**src/rtl/soc_bus_pkg.sv**
```systemverilog
// Shared types and constants for the SoC bus controller: read-mux regions,
// control-register offsets, wait FSM encoding and the pclk divide ratio.
package soc_bus_pkg;

    typedef enum logic [1:0] {
        REG_RAM = 2'd0,
        REG_IO  = 2'd1,
        REG_ROM = 2'd2,
        REG_CTL = 2'd3
    } region_e;

    localparam logic [1:0] CTL_STAT = 2'd0;
    localparam logic [1:0] CTL_MASK = 2'd1;
    localparam logic [1:0] CTL_WAIT = 2'd2;
    localparam logic [1:0] CTL_PEND = 2'd3;

    typedef enum logic {
        ST_IDLE = 1'b0,
        ST_WAIT = 1'b1
    } wait_state_e;

    // Integer divide ratio between system clock and peripheral pulse rate.
    function automatic int calc_div(input int clk_freq, input int periph_freq);
        int div_v;
        if (periph_freq > 0) begin
            div_v = clk_freq / periph_freq;
        end else begin
            div_v = 2;
        end
        return div_v;
    endfunction

endpackage

```
**src/rtl/soc_pclk_gen.sv**
```systemverilog
// Peripheral clock-enable generator: one-clk pulse every DIV system clocks,
// asserted in the cycle where the internal counter sits at DIV-1.
module soc_pclk_gen
    import soc_bus_pkg::*;
#(
    parameter int CLK_FREQ    = 40000000,
    parameter int PERIPH_FREQ = 4000000
) (
    input  logic clk,
    input  logic reset_n,
    output logic pclk
);

    localparam int DIV = calc_div(CLK_FREQ, PERIPH_FREQ);
    localparam int CW  = (DIV > 2) ? $clog2(DIV) : 1;

    logic [CW-1:0] cnt_r;
    logic          pclk_r;

    // Wrapping divider; the pulse is registered one step ahead so it lines up with cnt_r == DIV-1.
    always_ff @(posedge clk or negedge reset_n) begin
        if (!reset_n) begin
            cnt_r  <= '0;
            pclk_r <= 1'b0;
        end else begin
            if (cnt_r == CW'(DIV - 1)) begin
                cnt_r <= '0;
            end else begin
                cnt_r <= cnt_r + CW'(1);
            end
            pclk_r <= (cnt_r == CW'(DIV - 2));
        end
    end

    assign pclk = pclk_r;

endmodule

```
**src/rtl/soc_bus_ctrl.sv**
```systemverilog
// SoC bus controller for the 65xx core: address decode, 1-cycle read mux,
// I/O wait states on RDY, masked IRQ aggregation and the pclk enable.
module soc_bus_ctrl
    import soc_bus_pkg::*;
#(
    parameter int         CLK_FREQ    = 40000000,
    parameter int         PERIPH_FREQ = 4000000,
    parameter int         NSLOT       = 4,
    parameter logic [3:0] IO_PAGE     = 4'h1,
    parameter logic [1:0] WAIT_RST    = 2'd0
) (
    input  logic                 clk,
    input  logic                 reset_n,
    input  logic [15:0]          cpu_ab,
    input  logic                 cpu_we_n,
    input  logic [7:0]           cpu_do,
    output logic [7:0]           cpu_di,
    output logic                 cpu_rdy,
    output logic                 cpu_irq_n,
    output logic                 pclk,
    output logic                 ram_cs,
    output logic                 ram_we,
    input  logic [7:0]           ram_do,
    input  logic [7:0]           rom_do,
    output logic [NSLOT-1:0]     io_cs_n,
    output logic                 io_we_n,
    output logic [5:0]           io_rs,
    input  logic [8*NSLOT-1:0]   io_do,
    input  logic [NSLOT-1:0]     io_irq_n
);

    localparam logic [6:0] NSLOT_W = 7'(NSLOT);
    localparam int         MW      = (NSLOT < 8) ? NSLOT : 8;

    logic [3:0]       page_s;
    logic [5:0]       slot_s;
    logic             ram_hit_s;
    logic             io_hit_s;
    logic             io_slot_s;
    logic             ctl_hit_s;
    logic             wait_req_s;
    logic             rdy_core_s;
    logic             wr_s;
    logic [NSLOT-1:0] io_cs_n_s;
    logic [NSLOT-1:0] irq_act_s;
    logic [NSLOT-1:0] mask_ext_s;
    logic [7:0]       stat8_s;
    logic [7:0]       pend8_s;
    logic [7:0]       io_rd_s;
    logic [7:0]       rd_s;
    region_e          region_s;

    wait_state_e      state_r;
    logic [1:0]       cnt_r;
    logic [1:0]       wcfg_r;
    logic [7:0]       mask_r;
    region_e          mux_sel_r;
    logic [5:0]       slot_r;
    logic [1:0]       ctl_idx_r;
    logic             cpu_irq_n_r;

    assign page_s    = cpu_ab[15:12];
    assign slot_s    = cpu_ab[11:6];
    assign ram_hit_s = (page_s == 4'h0);
    assign io_hit_s  = (page_s == IO_PAGE);
    assign io_slot_s = io_hit_s & ({1'b0, slot_s} < NSLOT_W);
    assign ctl_hit_s = io_hit_s & ({1'b0, slot_s} == NSLOT_W);
    assign wait_req_s = io_slot_s & (wcfg_r != 2'd0);

    // Per-slot active-low selects.
    always_comb begin
        io_cs_n_s = '1;
        for (int k = 0; k < NSLOT; k++) begin
            io_cs_n_s[k] = ~(io_hit_s & (slot_s == 6'(k)));
        end
    end

    // Read-source classification of the current address.
    always_comb begin
        region_s = REG_ROM;
        if (ram_hit_s) begin
            region_s = REG_RAM;
        end else if (io_slot_s) begin
            region_s = REG_IO;
        end else if (ctl_hit_s) begin
            region_s = REG_CTL;
        end else begin
            region_s = REG_ROM;
        end
    end

    // Ready decode: the first stalled cycle comes straight from the address in IDLE.
    always_comb begin
        rdy_core_s = 1'b1;
        case (state_r)
            ST_IDLE: rdy_core_s = ~wait_req_s;
            ST_WAIT: rdy_core_s = (cnt_r <= 2'd1);
            default: rdy_core_s = 1'b1;
        endcase
    end

    // Strobes use the reset-free ready so the reset term never reaches flop data paths.
    assign wr_s    = ~cpu_we_n & rdy_core_s;
    assign cpu_rdy = rdy_core_s | ~reset_n;
    assign ram_cs  = ram_hit_s;
    assign ram_we  = ram_hit_s & wr_s;
    assign io_we_n = cpu_we_n | ~rdy_core_s;
    assign io_rs   = cpu_ab[5:0];
    assign io_cs_n = io_cs_n_s;

    // Wait-state FSM; cnt is loaded only on entry, so a wcfg write mid-stall only affects later accesses.
    always_ff @(posedge clk or negedge reset_n) begin
        if (!reset_n) begin
            state_r <= ST_IDLE;
            cnt_r   <= 2'd0;
        end else begin
            case (state_r)
                ST_IDLE: begin
                    if (wait_req_s) begin
                        cnt_r   <= wcfg_r;
                        state_r <= ST_WAIT;
                    end else begin
                        cnt_r   <= 2'd0;
                        state_r <= ST_IDLE;
                    end
                end
                ST_WAIT: begin
                    if (cnt_r > 2'd1) begin
                        cnt_r   <= cnt_r - 2'd1;
                        state_r <= ST_WAIT;
                    end else begin
                        cnt_r   <= 2'd0;
                        state_r <= ST_IDLE;
                    end
                end
                default: begin
                    cnt_r   <= 2'd0;
                    state_r <= ST_IDLE;
                end
            endcase
        end
    end

    // Writable control registers (mask and wait count).
    always_ff @(posedge clk or negedge reset_n) begin
        if (!reset_n) begin
            mask_r <= 8'hFF;
            wcfg_r <= WAIT_RST;
        end else if (ctl_hit_s && wr_s) begin
            case (cpu_ab[1:0])
                CTL_MASK: mask_r <= cpu_do;
                CTL_WAIT: wcfg_r <= cpu_do[1:0];
                default: begin
                    mask_r <= mask_r;
                    wcfg_r <= wcfg_r;
                end
            endcase
        end else begin
            mask_r <= mask_r;
            wcfg_r <= wcfg_r;
        end
    end

    // Status/mask views: slots beyond the 8-bit mask register are always enabled.
    always_comb begin
        irq_act_s  = ~io_irq_n;
        mask_ext_s = '1;
        stat8_s    = 8'h00;
        for (int k = 0; k < MW; k++) begin
            mask_ext_s[k] = mask_r[k];
            stat8_s[k]    = irq_act_s[k];
        end
        pend8_s = stat8_s & mask_r;
    end

    // Read-select capture and level IRQ aggregation.
    always_ff @(posedge clk or negedge reset_n) begin
        if (!reset_n) begin
            mux_sel_r   <= REG_RAM;
            slot_r      <= 6'd0;
            ctl_idx_r   <= 2'd0;
            cpu_irq_n_r <= 1'b1;
        end else begin
            mux_sel_r   <= region_s;
            slot_r      <= slot_s;
            ctl_idx_r   <= cpu_ab[1:0];
            cpu_irq_n_r <= ~|(irq_act_s & mask_ext_s);
        end
    end

    // AND-OR select of the addressed slot's read data.
    always_comb begin
        io_rd_s = 8'h00;
        for (int k = 0; k < NSLOT; k++) begin
            io_rd_s = io_rd_s | ({8{slot_r == 6'(k)}} & io_do[8*k +: 8]);
        end
    end

    // Read data mux on the registered select, matching the 1-cycle memories.
    always_comb begin
        rd_s = rom_do;
        case (mux_sel_r)
            REG_RAM: rd_s = ram_do;
            REG_IO:  rd_s = io_rd_s;
            REG_CTL: begin
                case (ctl_idx_r)
                    CTL_STAT: rd_s = stat8_s;
                    CTL_MASK: rd_s = mask_r;
                    CTL_WAIT: rd_s = {6'b000000, wcfg_r};
                    CTL_PEND: rd_s = pend8_s;
                    default:  rd_s = 8'h00;
                endcase
            end
            REG_ROM: rd_s = rom_do;
            default: rd_s = rom_do;
        endcase
    end

    assign cpu_di    = rd_s;
    assign cpu_irq_n = cpu_irq_n_r;

    soc_pclk_gen #(
        .CLK_FREQ    (CLK_FREQ),
        .PERIPH_FREQ (PERIPH_FREQ)
    ) u_pclk_gen (
        .clk     (clk),
        .reset_n (reset_n),
        .pclk    (pclk)
    );

endmodule
```
**config.mk**
```make
export PLATFORM = sky130hd
export DESIGN_NAME = soc_bus_ctrl
export DESIGN_NICKNAME = d
export VERILOG_FILES = /design/src/rtl/soc_bus_pkg.sv /design/src/rtl/soc_pclk_gen.sv /design/src/rtl/soc_bus_ctrl.sv
export SDC_FILE = /design/constraint.sdc
export NUM_CORES = 1
export LEC_CHECK = 0
export ABC_CLOCK_PERIOD_IN_PS = 1900
export BUFFER_PORTS_ARGS = -buffer_cell sky130_fd_sc_hd__buf_4
export CAP_MARGIN = 30
export CELL_PAD_IN_SITES_DETAIL_PLACEMENT = 0
export CELL_PAD_IN_SITES_GLOBAL_PLACEMENT = 2
export CORE_UTILIZATION = 24
export CTS_CLUSTER_SIZE = 10
export DETAILED_ROUTE_END_ITERATION = 7
export PLACE_DENSITY = 0.9
export SLEW_MARGIN = 40
export SYNTH_ARGS = -nofsm -noshare
export SYNTH_HDL_FRONTEND = slang
export SYNTH_SLANG_ARGS = --single-unit
```
**constraint.sdc**
```tcl
create_clock -name clk -period 1.9 [get_ports clk]
set_input_delay 0.285 -clock clk [delete_from_list [all_inputs] [get_ports clk]]
set_output_delay 0.285 -clock clk [all_outputs]
set_load 0.01 [all_outputs]
```
Yosys cells after proc, flatten, opt, wreduce, memory -nomap -nowiden
Cells that the tools add are included.
- bitwise logic cells: 30
- $lt $le $gt $ge: 3
- $add $sub $neg: 2
- $mul: 0
- shifts and indexed selects: 0
- divide/modulo/power cells: 0
- multiplexer cells: 13
- reductions and logical operators: 11
- equal/unequal tests: 18
- operator list (operator ; number):
    $pmux W8 S4 ; 2
    $and A8 B8 Y8 ; 4
    $eq A6 B2 Y1 const B ; 4
    $or A8 B8 Y8 ; 3
    $eq A6 B1 Y1 const B ; 2
    $logic_not A6 Y1 ; 2
    $eq A2 B2 Y1 const B ; 5
    $and A1 B1 Y1 ; 9
    $not A1 Y1 ; 9
    $and A4 B8 Y8 ; 1
    $eq A4 B4 Y1 const B ; 2
    $mux W2 ; 4
    $eq A2 B1 Y1 const B ; 3
    $eq A6 B3 Y1 const B ; 1
    $lt A6 B3 Y1 const B ; 1
    $add A4 B1 Y4 const B ; 1
    $and A4 B4 Y4 ; 1
    $eq A4 B1 Y1 const B ; 1
    $logic_not A2 Y1 ; 2
    $logic_not A4 Y1 ; 1
    $mux W4 ; 1
    $not A4 Y4 ; 1
    $pmux W1 S2 ; 2
    $pmux W2 S2 ; 1
    10 further kinds ; 14
- bits in latches: 0
- memory bits (read-only): 0
- memories kept: 0
- RAM bits: 0
- bits of input ports: 79
- register bits: 29

Depth between registers and ports, before layout
- depth after elaboration: 8
- depth in mapped cells: 5
- depth with buffers taken out: 4

Modules after synthesis
A second synthesis with hierarchy kept.
- cell total of the unflattened synthesis: 165
- area, all modules: 1739.2 sq um
- by module, submodules not included (module ; instances ; seq. area each (sq um) ; cells an instance ; area an instance (sq um)):
    soc_bus_ctrl ; 1 ; 611.8 ; 149 ; 1541.5
    soc_pclk_gen ; 1 ; 125.1 ; 16 ; 197.7

Worst setup path after synthesis
No wires, ideal clock.
- path type: reg-to-output
- start point: reg slot_r[3]
- end point: out cpu_di[4]
- path buffers: 0
- setup slack: 0.171 ns
- stages on the path, launching flop included: 5
- required time: 1.615 ns
- arrival time: 1.444 ns
- cell sequence: dfrtp_1 > or4_1 > nor2_1 > a221oi_1 > nor2_1
- cells in the longest elaborated chain, start to end: 6
- elaborated cells between the ends (all ways): 12
- those cells by class: eq/ne: 3; mux: 1; bitwise: 7; reduce/logical: 1
- RTL lines (what ; RTL line ; source):
    start, declared ; soc_bus_ctrl.sv:58 ; logic [5:0] slot_r;
    start signal, assigned ; soc_bus_ctrl.sv:185 ; slot_r <= slot_s;
    $eq A6 B1 Y1 / $logic_not A6 Y1 (equally long branches) ; soc_bus_ctrl.sv:195 ; io_rd_s = io_rd_s | ({8{slot_r == 6'(k)}} & io_do[8*k +: 8]);
    $and A8 B8 Y8 ; soc_bus_ctrl.sv:195 ;
    $or A8 B8 Y8 (2 in a row) ; soc_bus_ctrl.sv:195 ;
    $or A8 B8 Y8 (*) ; soc_bus_ctrl.sv:195 ;
    $pmux W8 S4 (*) ; soc_bus_ctrl.sv:202 ; case (mux_sel_r)
    end, declared ; soc_bus_ctrl.sv:17 ; output logic [7:0] cpu_di,
Mark *: on every way between the ends. The rest lies on a longest branch, timed or not.

Final worst setup path
- start point: reg slot_r[3]
- end point: out cpu_di[7]
Same word-level chain as after synthesis.

==> summary.txt <==
Outcome
  • Result of the run: complete, but fails checks
  • Violated checks: setup timing

Synthesis
  • EDFF count, synth: 0
  • Total of warnings raised by yosys: 0
  • Part of the Yosys area used for sequential elements: 43.0%
  • Synth top cells by count: 20 x sky130_fd_sc_hd__dfrtp_1, 13 x sky130_fd_sc_hd__nor2_1, 12 x sky130_fd_sc_hd__inv_1
  • Share of flip-flops with an asynchronous set or reset after synthesis: 100%
  • Dominant register cell in the synthesized netlist: sky130_fd_sc_hd__dfrtp_1
  • Flip-flop and latch count after synthesis: 29
  • Post-Syn Area: 1720 µm²
  • Area share of the largest cell type after synthesis: 29.2%
  • Post-synthesis average cell area: 10.6 µm²
  • Most common cell in the synthesized netlist: sky130_fd_sc_hd__dfrtp_1
  • Number of nets produced by synthesis: 241
  • Most area-hungry cell type in the Yosys netlist: sky130_fd_sc_hd__dfrtp_1
  • Cell types with the largest area share after synthesis: sky130_fd_sc_hd__dfrtp_1 29%, sky130_fd_sc_hd__dfstp_2 14%, sky130_fd_sc_hd__mux4_2 11%, sky130_fd_sc_hd__mux2_2 6.6%, sky130_fd_sc_hd__a221oi_1 3.6%
  • Synth Instances: 162
  • Synth unique cells: 34

STA
  • Final hold vios: 0
  • Final setup skew: 8.50 ps
  • Final Setup Violations: 8
  • Max-Slew Margin vs Limit: 70.8%
  • Final worst slack: -136 ps
  • Max-slew violations: 0
  • RSZ-0062 raised after global routing: yes
  • Measured slew at the worst slew-check pin: 436 ps
  • Final min period: 2040 ps
  • Maximum frequency from static timing analysis: 0.491 GHz
  • Hold Worst Slack: 15.6 ps
  • Period Utilization, post-route: 107%

Power and ir drop
  • IR Drop Worst-Case VDD: 326 µV
  • Static leakage: 1.23 nW
  • Pwr Density: 518 nW/µm²

Finish
  • Number of diodes: 0
  • Layout net count: 339
  • Fraction of final layout cells with drive strength greater than 1: 56.3%
  • Final instance count without filler cells: 357
  • Final instance area: 2690 µm²
  • Sequential cell area: 737 µm²
  • Area Growth Syn to Fin: 57.0%
  • Area of combinational cells with multiple inputs: 908 µm²
  • Utilization after layout: 39.4%
  • Fill cells: 726

Place
  • Half-perimeter wire length after placement: 3.78 mm
  • Count of buffers inserted at the top-level ports: 94
  • Last weighted congestion value of the routability-driven placer: 0.759
  • Area post-placement: 2540 µm²
  • Placed instance count: 348

Route
  • Overall routed net length: 4.71 mm
  • First-pass iteration count of the detailed router: 4
  • Count of unresolved DRC violations after routing: 0
  • Via density per instance: 4.50
  • Number of nets still failing antenna checks after routing: 0
  • Total vias in the final route: 1,608
  • Number of DRC violations after detailed-routing iteration 0: 51
  • WL per Instance: 13.2 µm

Clock network
  • Number of buffers inserted by hold repair at cts: 0
  • Clock H-tree levels: 2
  • Clock Root Buffer: sky130_fd_sc_hd__clkbuf_8
  • Longest Clk Path Bufs: 2
  • Sink count of the clock tree: 29
  • Clock transition at the registers of the reported paths: 70 ps
  • Number of buffers created by CTS: 5
  • Clock latency at the later pin of the worst-skew pair: 280 ps
  • Clock tree from TritonCTS: yes

Worst setup path
  • Cell with the biggest individual delay on the critical path: sky130_fd_sc_hd__or4_4
  • Ordered list of cells on the worst path: or4_4 -> nor2_4 -> buf_6 -> a221oi_1 -> nor2_1 -> buf_4
  • Slowest Stage Delay on Critical Path: 550 ps
  • Crit path kind: reg -> out
  • Max Fanout on Critical Path: 8
  • Critical Path RT: 1620 ps
  • Data arrival time at the worst-slack endpoint: 1750 ps
  • Endpoint class of the critical path: output port
  • Kind of launch point of the worst setup path: register

Floorplanning
  • DIE AREA: 7490 µm²
  • Number of primary I/O pins: 103
  • Initial core utilization: 25.1%
  • DIE HEIGHT: 86.5 µm
  • Width of the die: 86.5 µm
  • Placeable Area: 6830 µm²
  • Number of standard-cell rows in the floorplan: 30

GRT
  • Total routing usage reported by global routing: 13.1%
  • Antenna violations before repair: 0
  • Global route overflow: 0
  • Pin count of the biggest net entering global routing: 30
  • Via count of the first global-routing pass: 1,645
  • Global-route wire length before repair: 7.48 mm

Job
  • MaxCap Viol Count: 0

Worst hold path
  • Worst hold path type: in -> async
## worst paths after layout
check	startpoint	to	slack (ps)	cells after the start
worst max-delay path	slot_r[3]	cpu_di[7]	-140	6
worst min-delay path	reset_n	state_r	20	2
worst max register to register	state_r	mask_r[2]	500	5
worst min register to register	cnt_r[0]	cnt_r[0]	450	1
max in group asynchronous	reset_n	mask_r[6]	1560	2
min in group clk	cpu_ab[9]	slot_r[3]	140	1
## repair_timing
item                       in CTS  in global routing
setup endpoints to repair       8                  8
setup buffers                   0                  1
pin swaps                       4                  6
gates cloned                    0                  0
gates resized for setup         4                  6
## state kept, by name, indices dropped and copies added, names as in the netlist
register / count
cnt_r: 2
cpu_irq_n: 1
ctl_idx_r: 2
mask_r: 8
mux_sel_r: 2
slot_r: 6
state_r: 1
u_pclk_gen.cnt_r: 4
u_pclk_gen.pclk: 1
wcfg_r: 2
## per-layer routing
layer	GRT usage [%]	share of wire, %
met3	3.33	7.0
met1	15.9	42
met4	4.55	1.8
met2	22.4	49
met5	0	0
## worst max-delay path: cells and delay by family (launching register included)
kind | cells | cell delay (ps)
AO/OA/AOI/OAI | 1 | 80
buffers and inverters | 2 | 270
flip-flops | 1 | 370
AND/OR/NAND/NOR | 3 | 750
## report_power, final
group	internal [W]	switching [W]
Clock	0.000256	0.000225
Sequential	0.000630	0.0000112
Combinational	0.000178	0.0000941
Total	0.00106	0.000331
## cells in the final DEF, fill, tap and decap left out, types with 5 or more instances in the layout
master and instances:
sky130_fd_sc_hd__a221oi_1 5, sky130_fd_sc_hd__nor3_1 8, sky130_fd_sc_hd__clkbuf_8 5, sky130_fd_sc_hd__nor2_1 12
sky130_fd_sc_hd__inv_1 12, sky130_fd_sc_hd__mux2_2 10, sky130_fd_sc_hd__a21oi_1 9, sky130_fd_sc_hd__dfstp_2 9
sky130_fd_sc_hd__o21ai_0 6, sky130_fd_sc_hd__nand2_1 8, sky130_fd_sc_hd__buf_4 100, sky130_fd_sc_hd__mux4_2 8
sky130_fd_sc_hd__dfrtp_1 20, sky130_fd_sc_hd__nand3b_1 5
## final cells by class
type	count	area share, %
Sequential cell	29	27.4
Multi-Input combinational cell	109	33.7
Tap cell	96	4.46
Clock inverter	1	0.186
Inverter	12	1.67
Timing Repair Buffer	103	29.8
Clock buffer	7	2.83
## per-stage QoR
stage	power (W)	setup TNS [ps]	setup WS [ps]
floorplan	0.000745	0	171
global placement	0.000914	0	73.0
detailed placement	0.000916	0	27.5
CTS	0.00141	-1340	-175
global route	0.00146	-1620	-218
finish	0.00139	-1020	-136
## cell families after synthesis
| group | share of synthesized area [%] |
|---|---|
| xor gates and xnor gates | 0.511 |
| and+or+nand+nor | 17.1 |
| DFF | 43.0 |
| buffers and inverters | 6.64 |
| muxes | 19.4 |
| AOI/OAI and AO/OA | 13.3 |
No activity file was read; power rests on OpenSTA's default activity.
